File: src/rtl/mem_bus_arbiter_pkg.sv
// Configuration constants and shared types for the N-master to 1-slave memory bus arbiter.
package mem_bus_arbiter_pkg;

    localparam string RV_MEM_ARB_MODE    = "RR";
    localparam int    RV_MEM_ARB_MASTERS = 2;

    typedef enum logic {
        IDLE   = 1'b0,
        LOCKED = 1'b1
    } ArbState;

    // Index width that stays at least one bit wide for tiny configurations.
    function automatic int idx_width(input int n);
        return (n > 1) ? $clog2(n) : 1;
    endfunction

endpackage

File: src/rtl/mem_bus_arbiter_rr_select.sv
// Wrap-around priority search: first requester at or after ptr wins, as one-hot and as an index.
module arb_rr_select
    import mem_bus_arbiter_pkg::*;
#(
    parameter int NUM_MASTERS = RV_MEM_ARB_MASTERS,
    parameter int IDX_W       = idx_width(NUM_MASTERS)
) (
    input  logic [NUM_MASTERS-1:0] req,
    input  logic [IDX_W-1:0]       ptr,
    output logic [NUM_MASTERS-1:0] grant,
    output logic [IDX_W-1:0]       idx,
    output logic                   found
);

    int               pos;
    logic [IDX_W-1:0] cand;

    always_comb begin
        grant = '0;
        idx   = '0;
        found = 1'b0;
        pos   = 0;
        cand  = '0;
        for (int k = 0; k < NUM_MASTERS; k++) begin
            // ptr is always below NUM_MASTERS, so a single subtraction wraps the search.
            pos = int'(ptr) + k;
            if (pos >= NUM_MASTERS) pos = pos - NUM_MASTERS;
            cand = IDX_W'(pos);
            if (!found && req[cand]) begin
                found       = 1'b1;
                grant[cand] = 1'b1;
                idx         = cand;
            end
        end
    end

endmodule

File: src/rtl/mem_bus_arbiter.sv
// Per-transaction arbiter sharing one memory slave port among NUM_MASTERS requesters;
// the grant is locked to its owner while the slave stalls.
module mem_bus_arbiter
    import mem_bus_arbiter_pkg::*;
#(
    parameter int    NUM_MASTERS = RV_MEM_ARB_MASTERS,
    parameter int    ADDR_WIDTH  = 32,
    parameter int    DATA_WIDTH  = 32,
    parameter string ARB_MODE    = RV_MEM_ARB_MODE
) (
    input  logic                                       i_clock,
    input  logic                                       i_reset,
    input  logic [NUM_MASTERS-1:0][ADDR_WIDTH-1:0]     i_m_addr,
    input  logic [NUM_MASTERS-1:0]                     i_m_re,
    input  logic [NUM_MASTERS-1:0]                     i_m_we,
    input  logic [NUM_MASTERS-1:0][DATA_WIDTH/8-1:0]   i_m_wb,
    input  logic [NUM_MASTERS-1:0][DATA_WIDTH-1:0]     i_m_wdata,
    output logic [DATA_WIDTH-1:0]                      o_m_rdata,
    output logic [NUM_MASTERS-1:0]                     o_m_busy,
    output logic [ADDR_WIDTH-1:0]                      o_s_addr,
    output logic                                       o_s_re,
    output logic                                       o_s_we,
    output logic [DATA_WIDTH/8-1:0]                    o_s_wb,
    output logic [DATA_WIDTH-1:0]                      o_s_wdata,
    input  logic [DATA_WIDTH-1:0]                      i_s_rdata,
    input  logic                                       i_s_busy,
    output logic [NUM_MASTERS-1:0]                     o_grant
);

    localparam int               IDX_W = idx_width(NUM_MASTERS);
    localparam bit               FIXED = (ARB_MODE == "FIXED");
    localparam logic [IDX_W-1:0] LAST  = IDX_W'(NUM_MASTERS - 1);

    ArbState                state, state_nxt;
    logic [IDX_W-1:0]       owner, owner_nxt;
    logic [IDX_W-1:0]       ptr, ptr_nxt, sel_ptr;
    logic [NUM_MASTERS-1:0] req, win_grant;
    logic [IDX_W-1:0]       win_idx, sel_idx;
    logic                   win_found, active, complete, abort;

    assign req       = i_m_re | i_m_we;
    assign sel_ptr   = FIXED ? '0 : ptr;
    assign o_m_rdata = i_s_rdata;

    arb_rr_select #(
        .NUM_MASTERS (NUM_MASTERS),
        .IDX_W       (IDX_W)
    ) u_select (
        .req   (req),
        .ptr   (sel_ptr),
        .grant (win_grant),
        .idx   (win_idx),
        .found (win_found)
    );

    always_ff @(posedge i_clock) begin
        if (i_reset) begin
            state <= IDLE;
            owner <= '0;
            ptr   <= '0;
        end else begin
            state <= state_nxt;
            owner <= owner_nxt;
            ptr   <= ptr_nxt;
        end
    end

    // Slave-side outputs depend only on state and requests; i_s_busy feeds just
    // the next-state logic and the master stall flags.
    always_comb begin
        state_nxt = state;
        owner_nxt = owner;
        ptr_nxt   = ptr;
        o_grant   = '0;
        o_s_addr  = '0;
        o_s_re    = 1'b0;
        o_s_we    = 1'b0;
        o_s_wb    = '0;
        o_s_wdata = '0;

        sel_idx  = (state == LOCKED) ? owner : win_idx;
        active   = !i_reset && ((state == LOCKED) || win_found);
        complete = active && req[sel_idx] && !i_s_busy;
        abort    = !i_reset && (state == LOCKED) && !req[owner];

        if (active) begin
            if (state == LOCKED) o_grant[owner] = 1'b1;
            else                 o_grant        = win_grant;
            o_s_addr  = i_m_addr[sel_idx];
            o_s_re    = i_m_re[sel_idx];
            o_s_we    = i_m_we[sel_idx];
            o_s_wb    = i_m_wb[sel_idx];
            o_s_wdata = i_m_wdata[sel_idx];
        end

        o_m_busy = req;
        if (complete) o_m_busy[sel_idx] = 1'b0;

        case (state)
            IDLE: begin
                if (active && i_s_busy) begin
                    state_nxt = LOCKED;
                    owner_nxt = win_idx;
                end
            end
            LOCKED: begin
                if (complete || abort) state_nxt = IDLE;
            end
            default: state_nxt = IDLE;
        endcase

        if ((complete || abort) && !FIXED)
            ptr_nxt = (sel_idx == LAST) ? '0 : sel_idx + 1'b1;
    end

endmodule
File: config.mk
export PLATFORM = sky130hd
export DESIGN_NAME = mem_bus_arbiter
export DESIGN_NICKNAME = d
export VERILOG_FILES = /design/src/rtl/mem_bus_arbiter_pkg.sv /design/src/rtl/mem_bus_arbiter_rr_select.sv /design/src/rtl/mem_bus_arbiter.sv
export SDC_FILE = /design/constraint.sdc
export NUM_CORES = 1
export LEC_CHECK = 0
export CORE_AREA = 2 2 110 112
export CTS_CLUSTER_DIAMETER = 100
export DETAILED_ROUTE_END_ITERATION = 10
export DIE_AREA = 0 0 112 114
export PLACE_DENSITY = 0.7
export SYNTH_ARGS = -nofsm -noshare
export SYNTH_HDL_FRONTEND = slang
export SYNTH_SLANG_ARGS = --single-unit
export TNS_END_PERCENT = 10
File: constraint.sdc
create_clock -name i_clock -period 4.07 [get_ports i_clock]
set_input_delay 0.814 -clock i_clock [delete_from_list [all_inputs] [get_ports i_clock]]
set_output_delay 0.814 -clock i_clock [all_outputs]
set_load 0.01 [all_outputs]
==> results.py <==
metrics = {
    "die": {
        "die_height_um": 114,
        "rows": 40,
        "pin_count": 281,
        "initial_core_util_pct": 23.7,
        "die_x_um": 112,
        "dieArea_um2": 12800,
        "fp.coreArea_um2": 11700,
    },
    "hold_path": {
        "min-delay-path-class": "flip-flop to flip-flop",
    },
    "critical_path": {
        "critical_path_required_ps": 3260,
        "critical_path_peak_fanout": 36,
        "signal_arrival_time_at_the_worst_endpoint_ps": 2940,
        "worst_setup_path_start_kind": "input port",
        "endpoint_kind_of_the_worst_setup_timing_path": "output pin",
        "path_class": "input port to output pin",
    },
    "global_routing": {
        "grt_start_max_net_pins": 80,
        "first_global_vias": 3807,
        "total_gr_overflow": 0,
        "globalRouteTotalUtil_pct": 18.1,
        "grt_antenna_before_repair": 0,
        "first_pass_grt_wire_length_um": 19800,
    },
    "pwr": {
        "worst_ir_drop_vdd_v": 0.000111,
        "design_power_total_mw": 0.820,
        "power_density_nw_per_um2": 169,
        "total_leakage_power_nw": 1.38,
    },
    "clocking": {
        "cts_tree": "built",
        "clock_latency_ps": 220,
        "clock_path_buffers": 2,
        "post_cts_hold_buffer_count": 0,
        "cts-htree-levels": 1,
        "clk_pin_slew_ps": 30,
        "cts_inserted_buffers": 3,
        "cts.repair_timing.setup_buffer_count": 0,
        "post_cts_resized": 0,
        "cts.root.buffer_cell": "sky130_fd_sc_hd__clkbuf_16",
        "cts.sink_count": 3,
    },
    "layout": {
        "drive_gt1_share_pct": 4.93,
        "antenna_cells": 0,
        "flow.area_growth_from_synthesis_pct": 74.6,
        "layout.cell_area.non_filler_um2": 4840,
        "num-nets-final": 724,
        "fillers": 1247,
    },
    "detailed_routing": {
        "route.met2.wl_um": 6190,
        "detailed_route_vias_per_instance": 6.07,
        "m1WireLength_um": 5230,
        "drt_iter0_drc": 418,
        "drt_wl_total_um": 12800,
        "firstDrtPassIters": 5,
        "post_drt_wl_per_cell_um": 18.5,
        "drcViolationCount": 0,
        "ant_nets": 0,
        "detailroute.via_count": 4216,
        "detailroute.wirelength.met3_um": 1140,
        "highest_metal_layer_used_by_the_detailed_router": "met4",
    },
    "synth": {
        "yosysWarnings": 0,
        "synth_fp_nets": 591,
        "synth_top_cells_by_count": "sky130_fd_sc_hd__a31oi_1 (70), sky130_fd_sc_hd__nand3_1 (70), sky130_fd_sc_hd__o211ai_1 (70)",
        "yosysUniqueCellTypes": 30,
        "yosysSeqAreaShare_pct": 2.17,
        "synth_top_cell_by_area": "sky130_fd_sc_hd__nand4b_1",
        "avgSynthCellArea_um2": 6.67,
        "yosys_register_bits": 3,
        "synth_top_cells_by_area": "sky130_fd_sc_hd__nand4b_1 (21%), sky130_fd_sc_hd__o211ai_1 (19%), sky130_fd_sc_hd__a31oi_1 (16%)",
        "synthFlopType": "sky130_fd_sc_hd__dfxtp_1",
        "ys_async_sr_fraction_pct": 0,
        "post_synth_inst_count": 416,
        "synth_largest_type_area_fraction_pct": 21.5,
        "synth_enable_flop_cells": 0,
        "synth.cell_area_um2": 2770,
    },
    "timing": {
        "maxClockFrequency_mhz": 267,
        "tns_ps": 0,
        "slew_violations": 0,
        "final_hold_violation_count": 0,
        "final-setup-viol-count": 0,
        "final_min_period_over_clock_period_pct": 92.2,
        "rsz0062_at_grt": "no",
        "finClkSkew_ps": 1.69,
        "worst_slew_margin_rel_pct": 47.4,
        "worst_pin_slew_ps": 786,
        "finalWorstPathRequiredPeriod_ps": 3750,
    },
    "placement": {
        "count_of_buffers_inserted_at_the_top_level_ports": 216,
        "gp_routability_congestion": 0.800,
        "placed_cell_area_um2": 4760,
        "placed_wire_length_estimate_um": 8820,
    },
    "outcome": {
        "run_status": "complete, no violations",
    },
    "run": {
        "drv_cap": 0,
    },
}
[state kept, by name (all words and copies together), names as in the netlist]
register,count
state,1
ptr,1
owner,1
[worst max-delay path, cell delays in order]
cell and delay (ps):
sky130_fd_sc_hd__clkdlybuf4s50_1 430, sky130_fd_sc_hd__buf_4 170, sky130_fd_sc_hd__o21bai_4 170, sky130_fd_sc_hd__buf_4 390, sky130_fd_sc_hd__o211ai_1 160, sky130_fd_sc_hd__a31oi_1 220
sky130_fd_sc_hd__clkdlybuf4s50_1 570
[layout make-up]
type | count | area, µm² | share of cell area, %
well taps | 147 | 184 | 3.80
flip-flops and latches | 3 | 65.1 | 1.34
clock buffers | 4 | 78.8 | 1.63
repair buffers | 231 | 2350 | 48.5
multi-input cells | 307 | 2150 | 44.5
inverters | 3 | 11.3 | 0.233
[per-layer routing]
metal | GRT usage [%] | vias up
met2 | 31.3 | 233
met5 | 0 | -
met3 | 4.30 | 27
li1 | - | 1931
met4 | 4.63 | 0
met1 | 22.7 | 2025
[final timing paths]
check	startpoint	slack, ps	to	depth (start not counted)
hold reg to reg	ptr	520	ptr	2
setup reg to reg	state	2140	ptr	3
hold / removal	ptr	520	ptr	2
setup / recovery	i_m_we[1]	320	o_s_addr[1]	7
[stage by stage]
stage | hold slack [ps] | utilization, % | setup slack, ps | cells
after floorplan | 470 | - | 1270 | 416
after global placement | 522 | 40.7 | 368 | 691
after detailed placement | 517 | 40.7 | 345 | 691
after CTS | 521 | 41.3 | 325 | 695
after global routing | 559 | 41.3 | 209 | 695
final | 518 | 41.3 | 319 | 695
[layout by cell type, fill, tap and decap left out, types with 2 or more instances in the layout]
cell type,netlist,routed
sky130_fd_sc_hd__a211o_1,2,2
sky130_fd_sc_hd__a21oi_1,3,3
sky130_fd_sc_hd__a31oi_1,70,70
sky130_fd_sc_hd__buf_12,0,6
sky130_fd_sc_hd__buf_4,32,9
sky130_fd_sc_hd__clkbuf_16,0,3
sky130_fd_sc_hd__clkdlybuf4s50_1,0,216
sky130_fd_sc_hd__inv_1,3,3
sky130_fd_sc_hd__nand3_1,70,70
sky130_fd_sc_hd__nand3b_1,2,2
sky130_fd_sc_hd__nand4b_1,68,68
sky130_fd_sc_hd__nor2_1,4,4
sky130_fd_sc_hd__o211ai_1,70,70
sky130_fd_sc_hd__o21ai_1,2,2
sky130_fd_sc_hd__o21bai_4,0,2
[where the power goes]
group          internal (mW)  leakage [nW]  switching (mW)
clock network          0.129        0.0382          0.0262
registers             0.0319        0.0258          0.0117
logic                  0.342          1.31           0.280
total                  0.503          1.38           0.317
[cells by family after synthesis]
family / after synthesis / synth area share, %
flops: 3 / 2.17
buf+inv: 106 / 21.1
simple gates: 149 / 36.1
compound gates: 156 / 39.8
mux: 2 / 0.767
Note: power is estimated with default switching activity, not from simulation.
